[src/rtl/pipeline_pkg.sv]
// Shared pipeline types and constants for the fetch front end.
package pipeline_pkg;

    localparam logic [31:0] INST_NOP         = 32'h0000_0000;
    localparam logic [31:0] RESET_PC_DEFAULT = 32'h0000_0000;

    typedef struct packed {
        logic [31:0] inst;
        logic [31:0] pc_plus_4;
    } fetch_entry_t;

endpackage

[src/rtl/fetch_fifo.sv]
// Synchronous FIFO of fetched {inst, pc+4} pairs with flush, push, pop and occupancy.
module fetch_fifo
    import pipeline_pkg::*;
#(
    parameter int unsigned DEPTH = 4
) (
    input  logic                       clock,
    input  logic                       reset,
    input  logic                       flush_i,
    input  logic                       push_i,
    input  fetch_entry_t               push_data_i,
    input  logic                       pop_i,
    output fetch_entry_t               head_o,
    output logic [$clog2(DEPTH):0]     count_o
);

    localparam int unsigned PW = $clog2(DEPTH);
    localparam int unsigned CW = PW + 1;

    fetch_entry_t    mem_q [DEPTH];
    logic [PW-1:0]   wr_ptr_q, wr_ptr_d;
    logic [PW-1:0]   rd_ptr_q, rd_ptr_d;
    logic [CW-1:0]   count_q,  count_d;

    // Flush wins over any same-cycle push or pop; pointers wrap naturally (DEPTH is a power of two).
    always_comb begin
        wr_ptr_d = wr_ptr_q;
        rd_ptr_d = rd_ptr_q;
        count_d  = count_q;
        if (flush_i) begin
            wr_ptr_d = '0;
            rd_ptr_d = '0;
            count_d  = '0;
        end else begin
            if (push_i) wr_ptr_d = wr_ptr_q + PW'(1);
            if (pop_i)  rd_ptr_d = rd_ptr_q + PW'(1);
            case ({push_i, pop_i})
                2'b10:   count_d = count_q + CW'(1);
                2'b01:   count_d = count_q - CW'(1);
                default: count_d = count_q;
            endcase
        end
    end

    always_ff @(posedge clock) begin
        if (reset) begin
            wr_ptr_q <= '0;
            rd_ptr_q <= '0;
            count_q  <= '0;
        end else begin
            wr_ptr_q <= wr_ptr_d;
            rd_ptr_q <= rd_ptr_d;
            count_q  <= count_d;
        end
    end

    // Storage is not reset; occupancy alone decides what is valid.
    always_ff @(posedge clock) begin
        if (push_i && !flush_i) begin
            mem_q[wr_ptr_q] <= push_data_i;
        end
    end

    assign head_o  = mem_q[rd_ptr_q];
    assign count_o = count_q;

endmodule

[src/rtl/if_prefetch_queue.sv]
// Instruction-fetch stage: owns the fetch PC, drives imem req/ack, buffers fetched words for decode.
module if_prefetch_queue
    import pipeline_pkg::*;
#(
    parameter int unsigned DEPTH    = 4,
    parameter logic [31:0] RESET_PC = RESET_PC_DEFAULT
) (
    input  logic                       clock,
    input  logic                       reset,
    output logic                       imem_req,
    output logic [31:0]                imem_addr,
    input  logic                       imem_ack,
    input  logic [31:0]                imem_rdata,
    input  logic                       redirect_valid,
    input  logic [31:0]                redirect_pc,
    input  logic                       id_ready,
    output logic                       if_valid,
    output logic [31:0]                if_inst,
    output logic [31:0]                if_pc_plus_4,
    output logic [$clog2(DEPTH):0]     q_count
);

    localparam int unsigned CW = $clog2(DEPTH) + 1;

    logic [31:0]  fetch_pc_q, fetch_pc_d;
    logic         push;
    logic         pop;
    fetch_entry_t push_entry;
    fetch_entry_t head;
    logic [CW-1:0] count;

    // Never request while full, so the queue cannot overflow.
    assign imem_req  = !reset && !redirect_valid && (count < CW'(DEPTH));
    assign imem_addr = fetch_pc_q;

    assign push       = imem_req && imem_ack;
    assign pop        = if_valid && id_ready && !redirect_valid;
    assign push_entry = '{inst: imem_rdata, pc_plus_4: fetch_pc_q + 32'd4};

    always_comb begin
        fetch_pc_d = fetch_pc_q;
        if (redirect_valid) begin
            fetch_pc_d = {redirect_pc[31:2], 2'b00};
        end else if (push) begin
            fetch_pc_d = fetch_pc_q + 32'd4;
        end
    end

    always_ff @(posedge clock) begin
        if (reset) begin
            fetch_pc_q <= RESET_PC;
        end else begin
            fetch_pc_q <= fetch_pc_d;
        end
    end

    fetch_fifo #(
        .DEPTH (DEPTH)
    ) u_fifo (
        .clock       (clock),
        .reset       (reset),
        .flush_i     (redirect_valid),
        .push_i      (push),
        .push_data_i (push_entry),
        .pop_i       (pop),
        .head_o      (head),
        .count_o     (count)
    );

    assign if_valid     = (count != '0);
    assign if_inst      = if_valid ? head.inst      : INST_NOP;
    assign if_pc_plus_4 = if_valid ? head.pc_plus_4 : 32'h0;
    assign q_count      = count;

endmodule

[config.mk]
export PLATFORM = sky130hd
export DESIGN_NAME = if_prefetch_queue
export DESIGN_NICKNAME = d
export VERILOG_FILES = /design/src/rtl/pipeline_pkg.sv /design/src/rtl/fetch_fifo.sv /design/src/rtl/if_prefetch_queue.sv
export SDC_FILE = /design/constraint.sdc
export NUM_CORES = 1
export LEC_CHECK = 0
export CAP_MARGIN = 0
export CORE_UTILIZATION = 61
export CTS_BUF_LIST = sky130_fd_sc_hd__clkbuf_8
export DETAILED_ROUTE_END_ITERATION = 12
export PLACE_DENSITY = 0.87
export SLEW_MARGIN = 20
export SYNTH_ARGS = -nofsm -noshare
export SYNTH_HDL_FRONTEND = slang
export SYNTH_HIERARCHICAL = 1
export SYNTH_SLANG_ARGS = --single-unit
export TNS_END_PERCENT = 10
[constraint.sdc]
create_clock -name clock -period 9.3 [get_ports clock]
set_input_delay 0.93 -clock clock [delete_from_list [all_inputs] [get_ports clock]]
set_output_delay 0.93 -clock clock [all_outputs]
set_load 0.005 [all_outputs]
==> results of run 1 <==
## power groups by stage
stage | clock (mW) | combinational [mW] | sequential, mW
after floorplan | 0 | 0.0589 | 1.50
after global placement | 0 | 0.128 | 1.50
after detailed placement | 0 | 0.133 | 1.50
after CTS | 1.02 | 0.134 | 1.48
after global routing | 1.07 | 0.144 | 1.48
final | 0.998 | 0.134 | 1.48
## logic make-up after synthesis
kind of cell,after synthesis,share of synthesized area
xor gates and xnor gates,40,0.0280
muxes,66,0.118
other,1,0.000299
and+or+nand+nor,222,0.104
adders and majority gates,7,0.00759
DFF,295,0.676
buffers and inverters,63,0.0344
AOI/OAI and AO/OA,51,0.0321
## layout by cell type (no fill, tap or decap), types with 5 or more instances in the layout
master             n
edfxtp_1         256
clkdlybuf4s50_1  165
and2_1            65
mux4_2            60
clkbuf_8          51
dfxtp_1           37
nor2_1            35
xnor2_1           27
inv_1             23
nand2_1           22
nand3_1           15
xor2_1            13
clkinv_2          13
nor3_1            12
a311oi_1          12
clkinv_1          11
nor4_1            10
conb_1            10
nand4_1            8
a211oi_1           8
and4_1             7
and3_1             7
buf_4              7
or4_1              6
or3_1              6
o21ai_0            6
ha_1               6
nor2b_1            5
a21oi_1            5
## worst max-delay path by stage
stage | cells after the start | slack, ps | start | to
after floorplan | 7 | 5230 | imem_ack | u_fifo/mem_q[0][0]
after global placement | 6 | 5260 | imem_ack | u_fifo/mem_q[0][42]
after detailed placement | 6 | 5210 | imem_ack | u_fifo/mem_q[2][38]
after CTS | 4 | 5010 | flop | if_inst[23]
after global routing | 4 | 4900 | flop | if_inst[23]
final | 4 | 5140 | flop | if_inst[23]
## state kept, by name, summed over array words and instances, names as in the netlist, named ones only
| name | count |
|---|---|
| u_fifo/wr_ptr_q | 2 |
| u_fifo/rd_ptr_q | 2 |
| u_fifo/mem_q | 256 |
| imem_addr | 30 |
| u_fifo/count_o | 3 |
## per-layer routing
layer | GRT usage | vias up | part of all wire
met5 | 0 | - | 0
li1 | - | 3280 | -
met4 | 0.0832 | 0 | 0.023
met1 | 0.340 | 3730 | 0.41
met3 | 0.0447 | 47 | 0.072
met2 | 0.419 | 359 | 0.50
## worst max-delay path, delay by kind of cell (launching register included)
family                 cells  cell delay [ps]
flip-flops                 1              660
AND/OR/NAND/NOR            1              160
buffers and inverters      2             1200
multiplexers               1              670
## per-stage QoR
step	worst slack (ps)	hold slack [ps]	utilization	instances
after floorplan	5230	485	-	754
after global placement	5260	508	0.706	1147
after detailed placement	5210	514	0.706	1147
after CTS	5010	533	0.749	1233
after global routing	4900	566	0.749	1233
final	5140	528	0.749	1233
## layout make-up
class                           count  area [um2]
Tap cell                          270         338
Clock buffer                       51         702
Multi-Input combinational cell    396        3670
Timing Repair Buffer              172        1700
Fill cell                        1224        5070
Clock inverter                     35         158
Sequential cell                   295        8470
Inverter                           14        52.6
==> metrics.csv, run 1 <==
stage;metric;value;unit
status;result of the run;completed;
placed_design;hpwl dp;15500;um
placed_design;Port Buf Inserts;165;
timing;setup repair after global routing missed its margin;false;
synth;dominant cell by count in the synthesized netlist;edfxtp_1;
power;part of the power in combinational logic;0.051;
finish;Layout area overhead;20.5;%
worst_setup_path;cell chain of the critical path;buf_4 > mux4_1 > and2_1 > clkdlybuf4s50_1;
synth;fraction of registers with async set or reset after synthesis;0;
power;switching portion of total power;0.219;
clock_tree;clock tree from TritonCTS;built;
worst_setup_path;Crit-path slowest cell;buf_4;
die;die height;145;um
synth;Post-Synthesis Cell Area;12500;um2
clock_tree;library cell used as clock root buffer;clkbuf_8;
timing;final critical-path required period;4160;ps
global_routing;first-pass GRT wire length;40500;um
clock_tree;hold-fix buffer count after cts;0;
synth;YS warnings;6;
placed_design;weighted congestion reported at the end of routability-driven placement;0.877;
worst_setup_path;FF-to-FF path depth;5;
global_routing;initial antenna violation count;0;
clock_tree;H-tree level count;2;
global_routing;overflow left after global routing;0;
synth;number of storage elements in the synthesis netlist;295;
global_routing;largest net degree at the start of global routing;65;
synth;Area contributors post-synth;edfxtp_1 (61%), mux4_2 (11%), dfxtp_1 (6.2%), and2_1 (3.4%), xnor2_1 (1.9%);
timing;slew at the pin closest to its max-slew limit;1020;ps
worst_setup_path;setup slack, reg-to-reg;6310;ps
clock_tree;Num CTS Buffers;46;
drt;WL per Instance;21.0;um
synth;synthesized netlist cell count;745;
global_routing;gr usage total;0.252;
finish;Post-layout nets;1001;
finish;layout cell share with drive strength beyond 1;0.159;
worst_setup_path;data required time at the worst endpoint;8370;ps
die;placeable core area;20200;um2
synth;mean instance size in the synthesized netlist;16.8;um2
power;Internal Pwr Total;2.04;mW
power;leakage;4.91;nW
timing;normalized max-slew margin;0.320;
die;row cnt;52;
power;Net Switching;0.570;mW
clock_tree;source-to-sink clock delay at the later pin of the worst-skew pair;550;ps
worst_setup_path;end of the worst register-to-register path;u_fifo/mem_q[2][27];
worst_setup_path;critical path capture point type;primary output;
worst_hold_path;cell depth of the worst min-delay path;2;
drt;first-pass iteration count of the detailed router;6;
clock_tree;clock sink total;295;
worst_hold_path;beginning of the worst hold path;u_fifo/rd_ptr_q[1];
job;maxcap violations;0;
worst_setup_path;Arrival @ worst endpoint;3230;ps
synth;Main synth FF type;edfxtp_1;
global_routing;number of global-route vias before repair;7526;
timing;period utilisation layout;0.447;
drt;Routed Wire Length;25900;um
timing;sum of negative setup slack;0;ps
timing;peak clock frequency supported by timing;0.241;GHz
worst_setup_path;type of element launching the critical path;flop;
power;Worst IR Drop VDD;0.000151;V
power;proportion of power drawn by the clock network;0.383;
drt;initial drt markers;593;
die;initial core utilization;0.621;
worst_hold_path;Hold Crit Class;flop to flop;
clock_tree;CTS clock-pin slew for the worst setup and hold paths;60;ps
drt;Vias/cell;6.01;
worst_setup_path;start-to-end type of the worst setup path;flop to primary output;
worst_setup_path;crit-path max FO;43;
power;part of the total power dissipated in sequential elements;0.566;
synth;leading post-synthesis cells by instance count;edfxtp_1 (256), and2_1 (69), mux4_2 (60), dfxtp_1 (39), nor2_1 (35);
power;P per Cell Area;173;nW/um2
clock_tree;setup repair bufs after CTS;0;
timing;clock skew after layout;25.8;ps
synth;Cell variety after synth;59;
placed_design;cell area after placement;14200;um2
drt;number of remaining DRC errors;0;
worst_setup_path;Crit Reg-Reg Startpoint;u_fifo/count_o[2];
power;overall power of the completed layout;2.61;mW
worst_setup_path;longest individual stage delay on the worst path;770;ps
synth;number of synthesized flops with an enable pin;256;
finish;post-route cell area;15100;um2
synth;part of the Yosys area used for sequential elements;0.676;
die;Chip Width;145;um
timing;final setup violation count;0;
clock_tree;Max Buffers Root-to-Sink;3;
finish;Inserted Diodes;0;
synth;largest area contributor in the synthesized netlist;edfxtp_1;
timing;endpoints failing hold;0;
die;num ports;170;
drt;number of vias after detailed routing;7416;
clock_tree;post-cts gate resize count;0;
timing;final max-slew violation count;0;
die;die area;21100;um2
synth;fraction of post-synthesis cell area in the top cell type by area;0.614;
drt;Post-DRT Antenna Nets;0;
Power figures use the tool's default switching activity.
==> inputs of run 2 (changes only) <==
--- a/config.mk
+++ b/config.mk
@@ -6,10 +6,10 @@
 export NUM_CORES = 1
 export LEC_CHECK = 0
 export CAP_MARGIN = 0
-export CORE_UTILIZATION = 61
+export CORE_UTILIZATION = 57
 export CTS_BUF_LIST = sky130_fd_sc_hd__clkbuf_8
 export DETAILED_ROUTE_END_ITERATION = 12
-export PLACE_DENSITY = 0.87
+export PLACE_DENSITY = 0.82
 export SLEW_MARGIN = 20
 export SYNTH_ARGS = -nofsm -noshare
 export SYNTH_HDL_FRONTEND = slang
==> constraint.sdc (replaced) <==
create_clock -name clock -period 4.2 [get_ports clock]
set_input_delay 0.42 -clock clock [delete_from_list [all_inputs] [get_ports clock]]
set_output_delay 0.42 -clock clock [all_outputs]
set_load 0.005 [all_outputs]
==> metrics.csv, run 2 (synthesis gave the netlist of run 1 again) <==
stage;metric;value;unit
timing;slew at the pin closest to its max-slew limit;868;ps
die;die height;150;um
finish;layout cell share with drive strength beyond 1;0.163;
global_routing;highest-utilization routing layer at the global route stage;met2;
worst_setup_path;end of the worst register-to-register path;u_fifo/mem_q[0][43];
worst_setup_path;data required time at the worst endpoint;3780;ps
placed_design;hpwl dp;16400;um
worst_setup_path;crit-path max FO;30;
power;Worst IR Drop VDD;0.000197;V
worst_setup_path;cell chain of the critical path;buf_4 > mux4_1 > and2_1 > clkdlybuf4s50_1;
finish;Post-layout nets;1011;
placed_design;Port Buf Inserts;165;
clock_tree;setup repair bufs after CTS;0;
clock_tree;post-cts gate resize count;0;
finish;register with the highest flop count;u_fifo/mem_q;
finish;commonest non-fill, non-tap cell in the layout;edfxtp_1;
clock_tree;H-tree level count;2;
finish;Inserted Diodes;0;
power;P per Cell Area;385;nW/um2
timing;peak clock frequency supported by timing;0.306;GHz
worst_setup_path;Crit Reg-Reg Startpoint;u_fifo/count_o[2];
placed_design;instance count after placement with tap cells included;1162;
timing;endpoints failing hold;0;
worst_setup_path;setup slack, reg-to-reg;1270;ps
finish;most used cells in the layout excluding fill and tap cells;edfxtp_1 (256), clkdlybuf4s50_1 (165), and2_1 (65), mux4_2 (60), clkbuf_8 (51);
global_routing;GRT met3 Usage;0.0576;
global_routing;first-pass GRT wire length;40200;um
finish;number of fill cells in the layout;1322;
timing;final setup violation count;0;
timing;final critical-path required period;3270;ps
drt;number of vias after detailed routing;7375;
global_routing;overflow left after global routing;0;
power;leakage;5.00;nW
drt;Routed Wire Length;26200;um
worst_hold_path;beginning of the worst hold path;redirect_pc[7];
die;initial core utilization;0.588;
worst_hold_path;cell depth of the worst min-delay path;3;
die;die area;22600;um2
status;result of the run;completed;
timing;setup repair after global routing missed its margin;false;
global_routing;largest net degree at the start of global routing;65;
worst_setup_path;Crit-path slowest cell;dfxtp_4;
worst_setup_path;critical path capture point type;primary output;
drt;initial drt markers;616;
die;row cnt;53;
drt;Vias/cell;5.91;
global_routing;met2 Resource Use GR;0.377;
drt;WL per Instance;21.0;um
drt;first-pass iteration count of the detailed router;5;
worst_hold_path;worst min-delay path endpoint;imem_addr[7];
placed_design;worst-case setup slack after placement;704;ps
clock_tree;Num CTS Buffers;46;
worst_setup_path;longest individual stage delay on the worst path;750;ps
clock_tree;clock sink total;295;
finish;fin cells;1248;
die;placeable core area;21300;um2
global_routing;initial antenna violation count;0;
placed_design;weighted congestion reported at the end of routability-driven placement;0.902;
global_routing;met1 global-route usage;0.323;
timing;worst slack on hold paths;454;ps
global_routing;number of global-route vias before repair;7380;
drt;number of remaining DRC errors;0;
clock_tree;hold-fix buffer count after cts;0;
worst_setup_path;start-to-end type of the worst setup path;flop to primary output;
finish;max reg flops;256;
timing;period utilisation layout;0.778;
finish;Layout area overhead;22.2;%
job;maxcap violations;0;
timing;final max-slew violation count;0;
timing;sum of negative setup slack;0;ps
clock_tree;Max Buffers Root-to-Sink;3;
timing;normalized max-slew margin;0.417;
clock_tree;CTS clock-pin slew for the worst setup and hold paths;60;ps
drt;Post-DRT Antenna Nets;0;
clock_tree;library cell used as clock root buffer;clkbuf_8;
worst_setup_path;type of element launching the critical path;flop;
die;num ports;170;
die;Chip Width;150;um
worst_setup_path;FF-to-FF path depth;6;
worst_setup_path;Arrival @ worst endpoint;2850;ps
timing;clock skew after layout;16.9;ps
timing;post-layout worst setup margin;932;ps
clock_tree;clock tree from TritonCTS;built;
worst_hold_path;Hold Crit Class;input port to flop;
clock_tree;source-to-sink clock delay at the later pin of the worst-skew pair;550;ps
global_routing;gr usage total;0.239;
run 2: routing by layer:
metal | routed length (um) | up-vias | part of all wire
li1 | - | 3309 | -
met1 | 10600 | 3654 | 0.41
met2 | 12500 | 356 | 0.48
met3 | 2340 | 56 | 0.089
met4 | 670 | 0 | 0.026
met5 | 0 | - | 0
run 2: layout make-up:
| class | count | area, um2 | area share |
|---|---|---|---|
| Multi-Input combinational cell | 396 | 3670 | 0.240 |
| Inverter | 14 | 52.6 | 0.00343 |
| Sequential cell | 295 | 8470 | 0.554 |
| Timing Repair Buffer | 182 | 1870 | 0.122 |
| Clock inverter | 35 | 195 | 0.0128 |
| Clock buffer | 51 | 702 | 0.0459 |
| Tap cell | 275 | 344 | 0.0225 |
run 2: report_power, final:
group	internal (mW)	switching (mW)	total (mW)
registers	3.22	0.0480	3.27
clock network	1.24	1.08	2.32
logic	0.162	0.133	0.295
run 2: critical path, delay by kind of cell (launching register included):
| family | cells | cell delay, ps |
|---|---|---|
| multiplexers | 1 | 600 |
| buffers and inverters | 2 | 780 |
| flip-flops | 1 | 750 |
| AND/OR/NAND/NOR | 1 | 150 |
run 2: worst max-delay path by stage:
stage,endpoint,cells after the start
2_1_floorplan,u_fifo/mem_q[0][0],7
5_1_grt,if_inst[24],4
6_report,if_inst[24],4
3_5_place_dp,u_fifo/mem_q[1][51],7
3_3_place_gp,u_fifo/mem_q[1][51],7
4_1_cts,if_inst[24],4
run 2: per-stage QoR:
step / power (mW) / utilization / area [um2]
after floorplan: 3.45 / - / 12600
final: 5.89 / 0.719 / 15300
after CTS: 5.94 / 0.719 / 15300
after global routing: 6.09 / 0.719 / 15300
after global placement: 3.62 / 0.677 / 14400
after detailed placement: 3.62 / 0.677 / 14400
==> inputs of run 3 (changes only) <==
==> constraint.sdc (replaced) <==
create_clock -name clock -period 3.2 [get_ports clock]
set_input_delay 0.32 -clock clock [delete_from_list [all_inputs] [get_ports clock]]
set_output_delay 0.32 -clock clock [all_outputs]
set_load 0.005 [all_outputs]
==> metrics.csv, run 3 (synthesis gave the netlist of run 1 again) <==
stage;metric;value;unit
timing;peak clock frequency supported by timing;0.340;GHz
timing;clock skew after layout;14.9;ps
finish;most used cells in the layout excluding fill and tap cells;edfxtp_1 (256), clkdlybuf4s50_1 (165), and2_1 (65), mux4_2 (60), clkbuf_8 (44);
timing;final max-slew violation count;0;
clock_tree;Max Buffers Root-to-Sink;3;
worst_setup_path;critical path buffer and inverter count;2;
power;part of the power in combinational logic;0.052;
timing;post-layout worst setup margin;262;ps
die;die height;150;um
worst_hold_path;beginning of the worst hold path;redirect_pc[28];
status;result of the run;completed;
power;P per Cell Area;491;nW/um2
finish;Post-layout nets;1019;
clock_tree;source-to-sink clock delay at the later pin of the worst-skew pair;540;ps
clock_tree;Num CTS Buffers;44;
global_routing;gr usage total;0.238;
worst_setup_path;longest individual stage delay on the worst path;590;ps
worst_hold_path;cell depth of the worst min-delay path;3;
timing;endpoints failing hold;0;
job;maxcap violations;0;
power;Net Switching;1.57;mW
finish;commonest non-fill, non-tap cell in the layout;edfxtp_1;
timing;final setup violation count;0;
clock_tree;library cell used as clock root buffer;clkbuf_8;
timing;period utilisation layout;0.918;
finish;post-route cell area;15400;um2
drt;initial drt markers;583;
finish;register area;8470;um2
worst_setup_path;delay-heaviest family, CP;buffers and inverters;
power;switching portion of total power;0.208;
worst_setup_path;type of element launching the critical path;flop;
finish;Layout area overhead;22.8;%
timing;final critical-path required period;2940;ps
worst_setup_path;Arrival @ worst endpoint;2620;ps
worst_setup_path;FF-to-FF path depth;7;
worst_setup_path;data required time at the worst endpoint;2880;ps
worst_setup_path;start-to-end type of the worst setup path;flop to primary output;
die;die area;22600;um2
placed_design;weighted congestion reported at the end of routability-driven placement;0.897;
drt;number of remaining DRC errors;0;
worst_setup_path;end of the worst register-to-register path;u_fifo/count_o[2];
timing;slew at the pin closest to its max-slew limit;669;ps
finish;utilization after layout;0.722;
power;overall power of the completed layout;7.55;mW
timing;normalized max-slew margin;0.551;
clock_tree;setup repair bufs after CTS;0;
placed_design;instance count after placement with tap cells included;1172;
drt;WL per Instance;20.9;um
timing;setup repair after global routing missed its margin;false;
finish;register with the highest flop count;u_fifo/mem_q;
clock_tree;clock sink total;295;
worst_hold_path;Hold Crit Class;input port to flop;
finish;multi-input logic area;3670;um2
clock_tree;clock tree from TritonCTS;built;
finish;fin cells;1252;
die;row cnt;53;
worst_setup_path;Crit-path slowest cell;dfxtp_4;
clock_tree;CTS clock-pin slew for the worst setup and hold paths;70;ps
clock_tree;H-tree level count;2;
worst_setup_path;cell chain of the critical path;buf_12 > mux4_1 > and2_1 > clkdlybuf4s50_1;
global_routing;first-pass GRT wire length;40100;um
placed_design;Port Buf Inserts;165;
placed_design;worst-case setup slack after placement;507;ps
power;leakage;5.06;nW
drt;first-pass iteration count of the detailed router;6;
worst_setup_path;critical path capture point type;primary output;
die;num ports;170;
timing;sum of negative setup slack;0;ps
placed_design;cell area after placement;14500;um2
timing;worst slack on hold paths;370;ps
worst_setup_path;Crit Reg-Reg Startpoint;u_fifo/count_o[1];
power;Internal Pwr Total;5.97;mW
clock_tree;hold-fix buffer count after cts;0;
die;placeable core area;21300;um2
global_routing;initial antenna violation count;0;
finish;Inserted Diodes;0;
die;Chip Width;150;um
worst_setup_path;setup slack, reg-to-reg;600;ps
finish;max reg flops;256;
finish;number of fill cells in the layout;1316;
finish;layout cell share with drive strength beyond 1;0.162;
worst_hold_path;worst min-delay path endpoint;imem_addr[28];
drt;Routed Wire Length;26100;um
worst_setup_path;crit-path max FO;26;
global_routing;overflow left after global routing;0;
drt;number of vias after detailed routing;7303;
drt;Vias/cell;5.83;
power;proportion of power drawn by the clock network;0.380;
die;initial core utilization;0.588;
placed_design;hpwl dp;17000;um
clock_tree;post-cts gate resize count;0;
power;part of the total power dissipated in sequential elements;0.568;
drt;Post-DRT Antenna Nets;0;
power;Worst IR Drop VDD;0.000417;V
global_routing;number of global-route vias before repair;7254;
global_routing;largest net degree at the start of global routing;55;
-- run 3: routing by layer --
layer / GRT usage / routed length, um / part of all wire
met5: 0 / 0 / 0
met4: 0.0677 / 511 / 0.020
met3: 0.0512 / 2020 / 0.077
met2: 0.380 / 12700 / 0.48
met1: 0.334 / 10900 / 0.42
-- run 3: area by class of cell --
cell class | instances | area share
Clock buffer | 44 | 0.0394
Clock inverter | 36 | 0.0146
Inverter | 14 | 0.00342
Multi-Input combinational cell | 396 | 0.239
Tap cell | 275 | 0.0224
Sequential cell | 295 | 0.551
Timing Repair Buffer | 192 | 0.130
-- run 3: worst max-delay path by stage --
stage | start | slack (ps) | endpoint | depth (start not counted)
3_5_place_dp | imem_ack | 510 | u_fifo/mem_q[2][50] | 7
5_1_grt | flop | 100 | if_inst[23] | 4
3_3_place_gp | imem_ack | 490 | u_fifo/mem_q[2][54] | 7
4_1_cts | flop | 190 | if_pc_plus_4[3] | 4
6_report | flop | 260 | if_inst[31] | 4
2_1_floorplan | u_fifo/count_o[2] | -310 | u_fifo/mem_q[1][0] | 7
-- run 3: worst min-delay path, delay by kind of cell --
family	cells	cell delay, ps
buffers and inverters	1	400
AOI/OAI and AO/OA	1	60
and+or+nand+nor	1	80
-- run 3: power by group through the flow --
stage                     clock network (mW)  logic [mW]  registers, mW
after global routing                    3.09       0.426           4.29
after global placement                     0       0.383           4.37
after CTS                               2.92       0.396           4.29
final                                   2.87       0.393           4.29
after floorplan                            0       0.171           4.35
after detailed placement                   0       0.393           4.37
